### src/rtl/pkt_sfifo.sv
// pkt_sfifo: single-clock FIFO with packet commit / rollback on the write side.
//
// The writer stages words past the committed tail; i_commit publishes them to the
// reader and i_rollback discards them. The reader only sees committed words.
// A write lost to a full FIFO poisons the staged packet: the next commit is
// turned into a rollback and reported on o_dropped.
//
// Ports:
//   i_clk, i_reset     clock, synchronous active-high reset
//   i_wr, i_data       write strobe / data (staged)
//   i_commit           publish all staged words, including this cycle's write
//   i_rollback         discard all staged words, including this cycle's write
//   o_full             no free slot (staged + committed words)
//   o_dropped          one-cycle pulse: a commit was converted to a rollback
//   i_rd               read strobe (ignored while empty)
//   o_data             head committed word (asynchronous read)
//   o_empty            no committed word available
//   o_fill             committed word count
module pkt_sfifo #(
  parameter int BW     = 8,
  parameter int LGFLEN = 4
) (
  input  logic              i_clk,
  input  logic              i_reset,
  input  logic              i_wr,
  input  logic [BW-1:0]     i_data,
  input  logic              i_commit,
  input  logic              i_rollback,
  output logic              o_full,
  output logic              o_dropped,
  input  logic              i_rd,
  output logic [BW-1:0]     o_data,
  output logic              o_empty,
  output logic [LGFLEN:0]   o_fill
);

  localparam int              FLEN     = 1 << LGFLEN;
  localparam logic [LGFLEN:0] FULL_CNT = {1'b1, {LGFLEN{1'b0}}};
  localparam logic [LGFLEN:0] PTR_ONE  = {{LGFLEN{1'b0}}, 1'b1};

  logic [BW-1:0]   mem [FLEN];

  // Pointers carry one extra bit so full (diff == FLEN) and empty (diff == 0)
  // stay distinguishable across wrap-around.
  logic [LGFLEN:0] wr_addr_q, wr_addr_d;
  logic [LGFLEN:0] cm_addr_q, cm_addr_d;
  logic [LGFLEN:0] rd_addr_q, rd_addr_d;
  logic            r_drop_q, r_drop_d;
  logic            dropped_q, dropped_d;

  logic            w_wr, w_rd, w_lost, drop_now;

  assign o_full    = (wr_addr_q - rd_addr_q) == FULL_CNT;
  assign o_empty   = (cm_addr_q == rd_addr_q);
  assign o_fill    = cm_addr_q - rd_addr_q;
  assign o_data    = mem[rd_addr_q[LGFLEN-1:0]];
  assign o_dropped = dropped_q;

  assign w_wr     = i_wr && !o_full && !i_rollback;
  assign w_lost   = i_wr &&  o_full && !i_rollback;
  assign w_rd     = i_rd && !o_empty;
  // A write lost this very cycle also poisons a same-cycle commit.
  assign drop_now = r_drop_q || w_lost;

  always_comb begin
    wr_addr_d = wr_addr_q;
    cm_addr_d = cm_addr_q;
    rd_addr_d = rd_addr_q;
    r_drop_d  = r_drop_q;
    dropped_d = 1'b0;

    if (w_wr)   wr_addr_d = wr_addr_q + PTR_ONE;
    if (w_lost) r_drop_d  = 1'b1;
    if (w_rd)   rd_addr_d = rd_addr_q + PTR_ONE;

    if (i_rollback) begin
      wr_addr_d = cm_addr_q;
      r_drop_d  = 1'b0;
    end else if (i_commit) begin
      r_drop_d = 1'b0;
      if (drop_now) begin
        wr_addr_d = cm_addr_q;
        dropped_d = 1'b1;
      end else begin
        // wr_addr_d already includes this cycle's accepted write.
        cm_addr_d = wr_addr_d;
      end
    end
  end

  always_ff @(posedge i_clk) begin
    if (w_wr) mem[wr_addr_q[LGFLEN-1:0]] <= i_data;
  end

  always_ff @(posedge i_clk) begin
    if (i_reset) begin
      wr_addr_q <= '0;
      cm_addr_q <= '0;
      rd_addr_q <= '0;
      r_drop_q  <= 1'b0;
      dropped_q <= 1'b0;
    end else begin
      wr_addr_q <= wr_addr_d;
      cm_addr_q <= cm_addr_d;
      rd_addr_q <= rd_addr_d;
      r_drop_q  <= r_drop_d;
      dropped_q <= dropped_d;
    end
  end

endmodule

### config.mk
export PLATFORM = sky130hd
export DESIGN_NAME = pkt_sfifo
export DESIGN_NICKNAME = d
export VERILOG_FILES = /design/src/rtl/pkt_sfifo.sv
export SDC_FILE = /design/constraint.sdc
export NUM_CORES = 1
export LEC_CHECK = 0
export ABC_AREA = 0
export CORE_ASPECT_RATIO = 1.5
export CORE_MARGIN = 2
export CORE_UTILIZATION = 60
export DETAILED_ROUTE_END_ITERATION = 12
export PLACE_DENSITY_LB_ADDON = 0.2
export SLEW_MARGIN = 25
export SYNTH_ARGS = -nofsm -noshare
export SYNTH_HDL_FRONTEND = slang
export SYNTH_SLANG_ARGS = --single-unit
### constraint.sdc
create_clock -name i_clk -period 3.83 [get_ports i_clk]
set_clock_uncertainty 0.2 [all_clocks]
set_input_delay 0.766 -clock i_clk [delete_from_list [all_inputs] [get_ports i_clk]]
set_output_delay 0.766 -clock i_clk [all_outputs]
set_load 0.02 [all_outputs]
==> flow_metrics.tcl <==
set metrics [dict create \
    fin_util_pct 72.6 \
    p_leak_nw 2.36 \
    ant_nets 0 \
    p_clk_share_pct 39.4 \
    setup_slack_ns 0.188 \
    drt_pass1_iterations 5 \
    cts_tree "yes" \
    hp-class "flip-flop to flip-flop" \
    vdd.ir_drop.worst_v 0.000363 \
    combPwrFrac_pct 15.2 \
    start_util_pct 61.5 \
    swShare_pct 23.2 \
    worstMarginPinSlew_ns 0.726 \
    antenna_found_initial 0 \
    cp.arrival_ns 2.68 \
    wire_per_inst_um 24.0 \
    port-buffer-count 29 \
    synth_flop_cell "edfxtp_1" \
    setup-violations-final 0 \
    synth-edff-count 128 \
    num_rows 45 \
    reg2reg_to "mem[7][4]$_DFFE_PP_" \
    worstSetupStartpointType "flip-flop" \
    rsz0062_at_grt "false" \
    synth_top_cell_area_share_pct 62.0 \
    synth_most_common_cell "edfxtp_1" \
    drive_gt1_share_pct 23.5 \
    clock.fmax_mhz 275 \
    area_growth_pct 18.0 \
    p_total_mw 4.00 \
    p_per_area_nw_per_um2 547 \
    finalSetupTns_ns 0 \
    r2r_start "wr_addr_q[0]$_SDFF_PP0_" \
    avgSynthCellArea_um2 17.9 \
    cts_sinks 149 \
    antennaDiodeCount 0 \
    crit_path_max_fanout 32 \
    finalMaxSlewViolations 0 \
    coreArea_um2 10100 \
    final_cells 529 \
    final_area_um2 7320 \
    cts.path.max_buffers 2 \
    drt_wl_total_um 12700 \
    grt_max_degree 33 \
    place_ws_ns 0.533 \
    grt_usage_pct 25.2 \
    drt_iter0_markers 279 \
    overflow 0 \
    synthTopCellsByArea "edfxtp_1 62%, mux4_2 15%, dfxtp_1 6.8%" \
    yosysTopAreaCell "edfxtp_1" \
    ios 30 \
    die_h_um 128 \
    hold_violations 0 \
    clock_latency_ns 0.41 \
    status "complete, no violations" \
    yosys_warnings 0 \
    hold_start "cm_addr_q[4]$_SDFFE_PP0P_" \
    seqPwrFrac_pct 45.4 \
    holdWs_ns 0.348 \
    grt_pass1_wl_um 19600 \
    syn_area_um2 6200 \
    route.detailed.drc 0 \
    numCtsBuffers 17 \
    internal_power_mw 3.07 \
    path_class "flip-flop to primary output" \
    vias_per_cell 6.31 \
    cts_root_buf "clkbuf_16" \
    hold_depth 2 \
    max_cap_violations 0 \
    synth_nets 375 \
    synthCells 347 \
    place_area_um2 6730 \
    whs_endpoint "cm_addr_q[4]$_SDFFE_PP0P_" \
    p_switching_mw 0.927 \
    synthDistinctLibCells 41 \
    yosysSeqAreaShare_pct 68.8 \
    dr_total_vias 3336 \
    ys_ff_latch 149 \
    die_x_um 87.0 \
    nNetsFinal 427 \
    relSlewSlack_pct 51.5 \
    grt_pass1_vias 3508 \
    clk_pin_slew_ns 0.06 \
    finalCritPeriodShare_pct 95.1 \
    yosys-top-cells-count "128 x edfxtp_1, 40 x mux4_2, 23 x nor2_1, 21 x dfxtp_1, 14 x a21oi_1" \
    reg2reg_depth 8 \
    hold_buffers 0 \
    ys_async_sr_fraction_pct 0 \
    post-place-cells 497 \
    gp_congestion 0.908 \
    worst-r2r-setup-slack_ns 0.85 \
    htreeDepth 4 \
    required_ns 2.86 \
    die_area_um2 11200 \
    fin_crit_ns 3.64 \
    hpwl_um 8130 \
    end_kind "primary output" \
]
## cells in the final DEF, fill, tap and decap left out, types with 2 or more instances in the layout
| cell | count |
|---|---|
| a21o_1 | 2 |
| a21oi_1 | 14 |
| a311oi_1 | 8 |
| and2_1 | 3 |
| buf_4 | 18 |
| clkbuf_1 | 3 |
| clkbuf_16 | 19 |
| clkbuf_8 | 4 |
| clkdlybuf4s50_1 | 29 |
| clkinv_2 | 3 |
| dfxtp_1 | 20 |
| edfxtp_1 | 128 |
| ha_1 | 13 |
| inv_1 | 11 |
| inv_6 | 2 |
| mux4_2 | 40 |
| nand2_1 | 7 |
| nand2b_1 | 4 |
| nand3_1 | 7 |
| nand4_1 | 4 |
| nor2_1 | 23 |
| nor2b_1 | 3 |
| nor3_1 | 5 |
| o21ai_0 | 6 |
| or3_1 | 2 |
| xnor2_1 | 8 |
| xnor2_2 | 2 |
| xor2_1 | 3 |
## flip-flops by register name (all words and copies together), names as in the netlist, named ones only
name and count:
mem 128, cm_addr_q 5, rd_addr_q 5, wr_addr_q 5, o_dropped 1, r_drop_q 1
## worst max-delay path: stages, from the launching register on
cell and delay (ns):
dfxtp_2 0.34, buf_12 0.25, mux4_2 0.55, mux4_2 0.51
clkdlybuf4s50_1 0.58
## layer usage
layer	vias to the layer above	global-route usage [%]	share of wire, %
met5	-	0	0
met4	0	14.2	4.3
met3	32	5.84	4.2
met2	113	41.4	54
met1	1697	30.5	38
li1	1494	-	-
## kinds of logic (layout without fill, tap and decap cells)
group	Yosys count	in the layout	synth area share, %
DFF	149	149	68.8
and+or+nand+nor	66	66	5.51
muxes	41	41	14.7
AOI/OAI and AO/OA	37	37	4.18
buffers and inverters	27	92	1.78
adders and majority gates	14	14	2.95
xor gates and xnor gates	13	13	2.08
## power groups by stage
stage | Clock, mW | Sequential (mW) | Combinational [mW]
final | 1.58 | 1.82 | 0.607
after global routing | 1.66 | 1.82 | 0.655
after CTS | 1.61 | 1.82 | 0.616
after detailed placement | 0 | 1.85 | 0.611
after global placement | 0 | 1.85 | 0.601
after floorplan | 0 | 1.84 | 0.414
## how the worst max path moves through the flow
stage	start	endpoint	slack (ns)	cells past startpoint
after floorplan	flip-flop	o_data[0]	0.99	4
after global placement	wr_addr_q[3]$_SDFF_PP0_	o_full	0.60	6
after detailed placement	wr_addr_q[3]$_SDFF_PP0_	o_full	0.53	6
after CTS	wr_addr_q[3]$_SDFF_PP0_	o_full	0.08	6
after global routing	wr_addr_q[0]$_SDFF_PP0_	o_full	0.09	7
final	flip-flop	o_data[1]	0.19	4
## cell type report
type	instances	area, um^2
multi-input cells	171	1830
fillers	633	2760
clock inverters	6	37.5
inverters	12	50.0
clock buffers	26	542
flip-flops and latches	149	4270
repair buffers	48	445
well taps	117	146
## timing repair
item                       in CTS  in global routing
resized for setup               0                  1
setup endpoints to repair       0                  1
setup buffers                   0                  0
Note: power is estimated with default switching activity, not from simulation.
